File: src/rtl/window_sum_9x9_if.sv
// Pixel-column tap bus between the 9-row line-buffer stack (master) and the
// 9x9 window summer (slave), including the window-sum results.
interface window_sum_9x9_if;
    logic        valid_i;
    logic [7:0]  data0_i;
    logic [7:0]  data1_i;
    logic [7:0]  data2_i;
    logic [7:0]  data3_i;
    logic [7:0]  data4_i;
    logic [7:0]  data5_i;
    logic [7:0]  data6_i;
    logic [7:0]  data7_i;
    logic [7:0]  data8_i;
    logic        done_i;
    logic [14:0] sum_o;
    logic        valid_o;
    logic        done_o;

    modport master (
        output valid_i, data0_i, data1_i, data2_i, data3_i, data4_i,
               data5_i, data6_i, data7_i, data8_i, done_i,
        input  sum_o, valid_o, done_o
    );

    modport slave (
        input  valid_i, data0_i, data1_i, data2_i, data3_i, data4_i,
               data5_i, data6_i, data7_i, data8_i, done_i,
        output sum_o, valid_o, done_o
    );
endinterface

File: src/rtl/window_sum_9x9.sv
// 9x9 box-filter numerator: vertical column sum of nine row taps, then a
// horizontal 9-deep sliding sum; valid only for windows fully inside the frame.
module window_sum_9x9 #(
    parameter int WIDTH  = 17,
    parameter int HEIGHT = 17
) (
    input  logic              clk,
    input  logic              rst_n,
    window_sum_9x9_if.slave   bus
);
    localparam int CW = $clog2(WIDTH);
    localparam int RW = $clog2(HEIGHT);

    logic [CW-1:0] r_col;
    logic [RW-1:0] r_row;
    logic [11:0]   r_col_sum;
    logic          r_s1_valid;
    logic          r_s1_flag;
    logic [11:0]   r_sr [9];
    logic [14:0]   r_sum;
    logic [14:0]   r_sum_o;
    logic          r_valid_o;
    logic          r_done1;
    logic          r_done_o;

    logic [11:0]   w_col_sum;
    logic          w_flag;
    logic          w_col_last;
    logic          w_row_last;
    logic [15:0]   w_sum_next;

    function automatic logic [11:0] col_sum9(
        input logic [7:0] a0, input logic [7:0] a1, input logic [7:0] a2,
        input logic [7:0] a3, input logic [7:0] a4, input logic [7:0] a5,
        input logic [7:0] a6, input logic [7:0] a7, input logic [7:0] a8
    );
        col_sum9 = {4'd0, a0} + {4'd0, a1} + {4'd0, a2} + {4'd0, a3}
                 + {4'd0, a4} + {4'd0, a5} + {4'd0, a6} + {4'd0, a7}
                 + {4'd0, a8};
    endfunction

    // Column sum, position flags and the next running sum.
    always_comb begin
        w_col_sum  = col_sum9(bus.data0_i, bus.data1_i, bus.data2_i,
                              bus.data3_i, bus.data4_i, bus.data5_i,
                              bus.data6_i, bus.data7_i, bus.data8_i);
        w_flag     = (r_col >= CW'(8)) && (r_row >= RW'(8));
        w_col_last = (r_col == CW'(WIDTH - 1));
        w_row_last = (r_row == RW'(HEIGHT - 1));
        // Running sum always contains the entry leaving, so this never underflows.
        w_sum_next = {1'b0, r_sum} + {4'd0, r_col_sum} - {4'd0, r_sr[8]};
    end

    // Pixel position counters; done_i restarts the frame after this cycle.
    always_ff @(posedge clk or negedge rst_n) begin
        if (!rst_n) begin
            r_col <= '0;
            r_row <= '0;
        end else if (bus.done_i) begin
            r_col <= '0;
            r_row <= '0;
        end else if (bus.valid_i) begin
            if (w_col_last) begin
                r_col <= '0;
                r_row <= w_row_last ? RW'(0) : r_row + RW'(1);
            end else begin
                r_col <= r_col + CW'(1);
            end
        end
    end

    // Stage 1: column sum with its in-frame flag.
    always_ff @(posedge clk or negedge rst_n) begin
        if (!rst_n) begin
            r_col_sum  <= 12'd0;
            r_s1_valid <= 1'b0;
            r_s1_flag  <= 1'b0;
        end else begin
            r_s1_valid <= bus.valid_i;
            if (bus.valid_i) begin
                r_col_sum <= w_col_sum;
                r_s1_flag <= w_flag;
            end
        end
    end

    // Stage 2: column-sum history and running window sum.
    always_ff @(posedge clk or negedge rst_n) begin
        if (!rst_n) begin
            for (int i = 0; i < 9; i++) r_sr[i] <= 12'd0;
            r_sum <= 15'd0;
        end else if (r_s1_valid) begin
            r_sr[0] <= r_col_sum;
            for (int i = 1; i < 9; i++) r_sr[i] <= r_sr[i-1];
            r_sum <= w_sum_next[14:0];
        end
    end

    // Output register; sum_o holds between in-frame windows.
    always_ff @(posedge clk or negedge rst_n) begin
        if (!rst_n) begin
            r_sum_o   <= 15'd0;
            r_valid_o <= 1'b0;
        end else begin
            r_valid_o <= r_s1_valid && r_s1_flag;
            if (r_s1_valid && r_s1_flag) r_sum_o <= w_sum_next[14:0];
        end
    end

    // Frame-done marker delayed to match the two-stage pixel path.
    always_ff @(posedge clk or negedge rst_n) begin
        if (!rst_n) begin
            r_done1  <= 1'b0;
            r_done_o <= 1'b0;
        end else begin
            r_done1  <= bus.done_i;
            r_done_o <= r_done1;
        end
    end

    assign bus.sum_o   = r_sum_o;
    assign bus.valid_o = r_valid_o;
    assign bus.done_o  = r_done_o;
endmodule

File: src/flat_wrapper.sv
// flat-port wrapper written by rule: the top's interface ports become plain ports
module window_sum_9x9_flat 
#(
    parameter int WIDTH  = 17,
    parameter int HEIGHT = 17
)
  (clk, rst_n, bus_valid_i, bus_data0_i, bus_data1_i, bus_data2_i, bus_data3_i, bus_data4_i, bus_data5_i, bus_data6_i, bus_data7_i, bus_data8_i, bus_done_i, bus_sum_o, bus_valid_o, bus_done_o);
  window_sum_9x9_if bus_i ();
  input  logic clk;
  input  logic rst_n;
  input wire logic [$bits(bus_i.valid_i)-1:0] bus_valid_i;
  input wire logic [$bits(bus_i.data0_i)-1:0] bus_data0_i;
  input wire logic [$bits(bus_i.data1_i)-1:0] bus_data1_i;
  input wire logic [$bits(bus_i.data2_i)-1:0] bus_data2_i;
  input wire logic [$bits(bus_i.data3_i)-1:0] bus_data3_i;
  input wire logic [$bits(bus_i.data4_i)-1:0] bus_data4_i;
  input wire logic [$bits(bus_i.data5_i)-1:0] bus_data5_i;
  input wire logic [$bits(bus_i.data6_i)-1:0] bus_data6_i;
  input wire logic [$bits(bus_i.data7_i)-1:0] bus_data7_i;
  input wire logic [$bits(bus_i.data8_i)-1:0] bus_data8_i;
  input wire logic [$bits(bus_i.done_i)-1:0] bus_done_i;
  output wire logic [$bits(bus_i.sum_o)-1:0] bus_sum_o;
  output wire logic [$bits(bus_i.valid_o)-1:0] bus_valid_o;
  output wire logic [$bits(bus_i.done_o)-1:0] bus_done_o;
  assign bus_i.valid_i = bus_valid_i;
  assign bus_i.data0_i = bus_data0_i;
  assign bus_i.data1_i = bus_data1_i;
  assign bus_i.data2_i = bus_data2_i;
  assign bus_i.data3_i = bus_data3_i;
  assign bus_i.data4_i = bus_data4_i;
  assign bus_i.data5_i = bus_data5_i;
  assign bus_i.data6_i = bus_data6_i;
  assign bus_i.data7_i = bus_data7_i;
  assign bus_i.data8_i = bus_data8_i;
  assign bus_i.done_i = bus_done_i;
  assign bus_sum_o = bus_i.sum_o;
  assign bus_valid_o = bus_i.valid_o;
  assign bus_done_o = bus_i.done_o;
  window_sum_9x9 #(.WIDTH(WIDTH), .HEIGHT(HEIGHT)) u_core (.clk(clk), .rst_n(rst_n), .bus(bus_i));
endmodule
File: config.mk
export PLATFORM = sky130hd
export DESIGN_NAME = window_sum_9x9_flat
export DESIGN_NICKNAME = d
export VERILOG_FILES = /design/src/rtl/window_sum_9x9_if.sv /design/src/rtl/window_sum_9x9.sv /design/src/flat_wrapper.sv
export SDC_FILE = /design/constraint.sdc
export NUM_CORES = 1
export LEC_CHECK = 0
export ABC_AREA = 1
export BUFFER_PORTS_ARGS = -buffer_cell sky130_fd_sc_hd__clkbuf_2
export CORE_MARGIN = 1
export CORE_UTILIZATION = 40
export CTS_CLUSTER_DIAMETER = 100
export DETAILED_ROUTE_END_ITERATION = 6
export SKIP_LAST_GASP = 1
export SYNTH_ARGS = -nofsm -noshare
export SYNTH_HDL_FRONTEND = slang
export SYNTH_SLANG_ARGS = --single-unit
File: constraint.sdc
create_clock -name clk -period 1.93 [get_ports clk]
set_clock_uncertainty 0.05 [all_clocks]
set_input_delay 0.0965 -clock clk [delete_from_list [all_inputs] [get_ports clk]]
set_output_delay 0.0965 -clock clk [all_outputs]
set_load 0.005 [all_outputs]
==> flow_summary.json, run 1 <==
{
  "seqCellArea_um2": 4130,
  "cts_tree": "yes",
  "worst_pin_slew_ns": 0.533,
  "fmax_mhz": 263,
  "vias": 7188,
  "reg2reg_from": "u_core.r_sum[1]$_DFFE_PN0P_",
  "core_area_um2": 22800,
  "layout.cells.most_common": "nand2_1",
  "worstRegToRegCells": 12,
  "gp_congestion": 0.811,
  "grt_pass1_vias": 7260,
  "hold_slack_ns": 0.0914,
  "grt.total_usage_pct": 17.5,
  "cp.required_ns": 2.19,
  "n_fill_cell": 2087,
  "dp_hpwl_um": 13900,
  "dr.pass1.iters": 4,
  "synth_area_um2": 9430,
  "gr-total-overflow": 0,
  "multi_input_area_um2": 5090,
  "io_pins": 93,
  "start_util_pct": 41.3,
  "grt_antenna_before_repair": 0,
  "ys_types": 35,
  "die_h_um": 156,
  "timing.rr.end": "u_core.r_sum[8]$_DFFE_PN0P_",
  "status": "finished with violations",
  "grt_first_pass_wirelength_um": 33700,
  "antenna_left": 0,
  "via_per_inst": 4.56,
  "holdPathEnd": "u_core.r_col_sum[0]$_DFFE_PN0P_",
  "cts.htree.levels": 4,
  "layout_setup_ws_ns": -1.88,
  "layout_common_cells": "nand2_1 (231), inv_1 (189), dfrtp_1 (163)",
  "hold_class": "in -> reg",
  "synth_edf_count": 0,
  "hp-start": "bus_data2_i[0]",
  "fin_crit_sh_pct": 197,
  "std_cell_rows": 55,
  "critPathMaxFanout": 4,
  "clkTransAtPathRegs_ns": 0.07,
  "avgSynthCellArea_um2": 8.68,
  "drive_above_1_share_pct": 31.0,
  "crit_type": "in -> reg",
  "postPlaceCellArea_um2": 10900,
  "area_growth_pct": 30.0,
  "cts-root-buf": "clkbuf_16",
  "port_buffers": 92,
  "setup_viol": 37,
  "synth-seq-cells": 165,
  "num_antenna_cells": 0,
  "slew_violations": 0,
  "cts_buffers": 17,
  "rsz0062_at_grt": "true",
  "r2r_setup_slack_ns": -0.30,
  "insertion_delay_ns": 0.42,
  "die-area_um2": 24200,
  "hold_viol": 0,
  "syn_inst": 1086,
  "hold-path-cell-count": 5,
  "relSlewSlack_pct": 64.5,
  "period_needed_ns": 3.81,
  "maxCapViolCount": 0,
  "cts.path.max_buffers": 2,
  "syn-num-nets": 1262,
  "postSynth.asyncResetShare_pct": 100,
  "drt_iter0_drc": 401,
  "die_w_um": 156,
  "start_kind": "input port",
  "drc": 0,
  "seq_area_frac_synth_pct": 43.8,
  "wirelength_um": 19500,
  "yosys_most_used_dff": "dfrtp_1",
  "final_area_um2": 12300,
  "cts.sinks": 165,
  "nets": 1425,
  "arrival_ns": 4.06,
  "grt_max_degree": 87,
  "violations": "negative setup slack",
  "ys_warn_count": 0,
  "cp-end-kind": "register",
  "wire_per_inst_um": 12.4
}
## flip-flops by register name (all words and copies together), names as in the netlist, 5 cells and up
name,count
u_core.r_sr,108
u_core.bus.sum_o,15
u_core.r_col_sum,12
u_core.r_sum,15
u_core.r_col,5
u_core.r_row,5
## how the worst max path moves through the flow
stage	from	end	slack, ns
6_report	bus_data1_i[0]	u_core.r_col_sum[11]$_DFFE_PN0P_	-1.88
5_1_grt	bus_data1_i[0]	u_core.r_col_sum[9]$_DFFE_PN0P_	-2.14
4_1_cts	bus_data0_i[0]	u_core.r_col_sum[11]$_DFFE_PN0P_	-1.88
3_5_place_dp	bus_data1_i[0]	u_core.r_col_sum[11]$_DFFE_PN0P_	-2.38
3_3_place_gp	bus_data1_i[0]	u_core.r_col_sum[10]$_DFFE_PN0P_	-2.34
2_1_floorplan	bus_data1_i[0]	u_core.r_col_sum[11]$_DFFE_PN0P_	-2.04
## timing repair
item                                   in CTS  in global routing
endpoints found under the hold margin     138                  0
setup buffers                               9                  9
resized for setup                          90                 86
pin swaps                                  52                 82
hold buffers                                3                  0
setup endpoints to repair                  37                 37
## stage by stage
stage	setup slack [ns]	instances	util (%)	TNS, ns
5_1_grt	-2.14	1575	53.7	-27.51
4_1_cts	-1.88	1567	52.1	-22.98
3_5_place_dp	-2.38	1523	47.9	-28.83
3_3_place_gp	-2.34	1523	47.9	-28.14
6_report	-1.88	1575	53.7	-23.01
2_1_floorplan	-2.04	1086	-	-20.25
## cells by family (layout without fill, tap and decap cells)
group	after synthesis	count (layout)	synth area share, %
flops	165	165	43.8
xor+xnor	15	15	1.39
buf+inv	267	443	11.3
compound gates	160	160	8.92
simple gates	379	379	16.5
fa+ha+maj	100	100	18.1
## layout make-up
| type | instances | share of cell area, % |
|---|---|---|
| sequential | 165 | 33.7 |
| tap | 313 | 3.19 |
| clock inverter | 14 | 0.868 |
| inverter | 234 | 7.18 |
| clock buffer | 18 | 3.50 |
| multi-input combinational | 654 | 41.5 |
| timing repair buffer | 177 | 10.0 |
## cells in the mapped netlist, types with 3 or more instances
cell type,n,area (um2)
xnor2_1,5,43.8
nand2_2,3,18.8
nand3b_1,3,22.5
nand4_1,11,68.8
o21ai_0,125,626
nor2_1,28,105
a21oi_1,18,90.1
nor2_2,3,18.8
ha_1,40,500
clkbuf_1,11,41.3
o22ai_1,5,31.3
buf_2,11,55.1
nand3_2,3,30.0
nand2_1,283,1060
buf_4,7,52.6
nand3_1,41,205
dfrtp_1,165,4130
xor2_1,10,87.6
inv_1,233,875
buf_6,3,33.8
fa_1,60,1200
## routing by layer
| metal | up-vias | part of all wire, % | global-route usage [%] |
|---|---|---|---|
| met3 | 18 | 2.2 | 3.26 |
| li1 | 3644 | - | - |
| met2 | 87 | 50 | 30.2 |
| met1 | 3439 | 47 | 22.6 |
| met5 | - | 0 | 0 |
| met4 | 0 | 1.3 | 4.48 |
## worst max-delay path, cell delays in order
cell,delay (ns)
buf_8,0.07
ha_4,0.13
inv_2,0.03
fa_2,0.35
inv_2,0.07
nand4_1,0.08
o211ai_1,0.14
xnor2_1,0.15
inv_1,0.07
fa_1,0.47
inv_1,0.05
fa_1,0.49
fa_1,0.42
fa_1,0.50
inv_2,0.04
ha_4,0.22
a21oi_2,0.16
nor2_1,0.05
nor2_1,0.12
nand2_1,0.11
a21oi_2,0.14
o21bai_1,0.08
Power of run 1 is not shown: default switching activity piles up to over one toggle a cycle in this logic, so the estimate is an artifact.
==> run 2: changes to the inputs <==
--- a/config.mk
+++ b/config.mk
@@ -11,6 +11,7 @@
 export CORE_UTILIZATION = 40
 export CTS_CLUSTER_DIAMETER = 100
 export DETAILED_ROUTE_END_ITERATION = 6
+export PLACE_DENSITY = 0.71
 export SKIP_LAST_GASP = 1
 export SYNTH_ARGS = -nofsm -noshare
 export SYNTH_HDL_FRONTEND = slang
==> flow_summary.json, run 2 (synthesized netlist as in run 1, its figures left out) <==
{
  "fmax_mhz": 262,
  "start_kind": "input port",
  "rsz0062_at_grt": "true",
  "timing.rr.end": "u_core.bus.sum_o[11]$_DFFE_PN0P_",
  "cp.required_ns": 2.20,
  "arrival_ns": 4.09,
  "start_util_pct": 41.3,
  "worstRegToRegCells": 12,
  "period_needed_ns": 3.82,
  "vias": 7425,
  "insertion_delay_ns": 0.43,
  "grt_first_pass_wirelength_um": 34300,
  "grt_pass1_vias": 7553,
  "grt.total_usage_pct": 17.7,
  "nets": 1432,
  "io_pins": 93,
  "layout_common_cells": "nand2_1 (230), inv_1 (188), dfrtp_1 (164)",
  "dp_hpwl_um": 13700,
  "grt_antenna_before_repair": 0,
  "dp_slack_ns": -2.37,
  "clkTransAtPathRegs_ns": 0.06,
  "hp-start": "bus_data2_i[0]",
  "setup_viol": 37,
  "largest_reg_flops": 108,
  "hold-path-cell-count": 5,
  "gp_congestion": 0.857,
  "worst_pin_slew_ns": 0.873,
  "wirelength_um": 20000,
  "cts.htree.levels": 4,
  "relSlewSlack_pct": 41.8,
  "die_h_um": 156,
  "cts_buffers": 17,
  "setup_tns_ns": -24.40,
  "fin_crit_sh_pct": 198,
  "slew_violations": 0,
  "r2r_setup_slack_ns": -0.35,
  "grt_max_degree": 89,
  "hold_slack_ns": 0.0746,
  "wire_per_inst_um": 12.6,
  "cp-end-kind": "register",
  "cts_tree": "yes",
  "drc": 0,
  "regMostFlops": "u_core.r_sr",
  "reg2reg_from": "u_core.r_sum[1]$_DFFE_PN0P_",
  "dr.pass1.iters": 4,
  "hold_viol": 0,
  "die-area_um2": 24200,
  "gr-total-overflow": 0,
  "cts.path.max_buffers": 2,
  "port_buffers": 92,
  "core_area_um2": 22800,
  "drt_iter0_drc": 308,
  "critPathMaxFanout": 4,
  "via_per_inst": 4.69,
  "layout_setup_ws_ns": -1.89,
  "drive_above_1_share_pct": 32.1,
  "area_growth_pct": 30.0,
  "die_w_um": 156,
  "antenna_left": 0,
  "layout.cells.most_common": "nand2_1",
  "violations": "negative setup slack",
  "cts.sinks": 165,
  "holdPathEnd": "u_core.r_col_sum[0]$_DFFE_PN0P_",
  "status": "finished with violations",
  "n_fill_cell": 2007,
  "cts-root-buf": "clkbuf_16",
  "maxCapViolCount": 0,
  "num_antenna_cells": 0,
  "crit_type": "in -> reg",
  "hold_class": "in -> reg",
  "std_cell_rows": 55
}
[run 2: final cells by class]
class                      instances  area (um2)  share of cell area (%)
clock buffer                      19         453                    3.70
clock inverter                    13         113                   0.919
inverter                         234         880                    7.18
multi-input combinational        654        5060                    41.3
sequential                       165        4130                    33.7
tap                              313         392                    3.19
timing repair buffer             184        1230                    10.1
[run 2: per-stage QoR]
stage / cells / cell area (um2) / utilization [%]
3_3_place_gp: 1521 / 10900 / 47.7
6_report: 1582 / 12300 / 53.7
4_1_cts: 1571 / 11900 / 52.0
3_5_place_dp: 1521 / 10900 / 47.7
2_1_floorplan: 1086 / 9710 / -
5_1_grt: 1582 / 12300 / 53.7
[run 2: worst max-delay path by stage]
stage	depth (start not counted)	from	endpoint	slack (ns)
after global routing	23	bus_data1_i[0]	u_core.r_col_sum[9]$_DFFE_PN0P_	-2.16
after CTS	22	bus_data1_i[0]	u_core.r_col_sum[11]$_DFFE_PN0P_	-1.87
final	22	bus_data1_i[0]	u_core.r_col_sum[11]$_DFFE_PN0P_	-1.89
after detailed placement	22	bus_data1_i[0]	u_core.r_col_sum[11]$_DFFE_PN0P_	-2.37
after global placement	22	bus_data1_i[0]	u_core.r_col_sum[11]$_DFFE_PN0P_	-2.31
after floorplan	21	bus_data1_i[0]	u_core.r_col_sum[11]$_DFFE_PN0P_	-2.04
[run 2: repair_timing]
| action | CTS | global route |
|---|---|---|
| endpoints found under the setup margin | 37 | 39 |
| endpoints found under the hold margin | 172 | 0 |
| setup buffers | 16 | 12 |
| resized for setup | 82 | 94 |
| pin swaps | 46 | 68 |
| hold buffers | 3 | 0 |
[run 2: worst max-delay path, cell delays in order]
cell and delay (ns):
buf_6 0.08, ha_4 0.14, inv_2 0.04, fa_2 0.35, inv_2 0.06, nand4_1 0.10
o211ai_1 0.17, xnor2_1 0.16, inv_1 0.07, fa_1 0.47, inv_1 0.04, fa_1 0.49
fa_1 0.42, fa_1 0.50, inv_2 0.04, ha_4 0.22, a21oi_2 0.14, nor2_1 0.06
nor2_1 0.12, nand2_1 0.10, a21oi_2 0.14, o21bai_1 0.06
[run 2: per-layer routing]
metal  vias up  global-route usage, %  wire length, um
li1       3665                      -                -
met1      3599                   23.0             9260
met2       130                   30.2             9760
met3        31                   3.09              616
met4         0                   5.42              333
met5         -                      0                0
Power of run 2 is left out for the same reason.
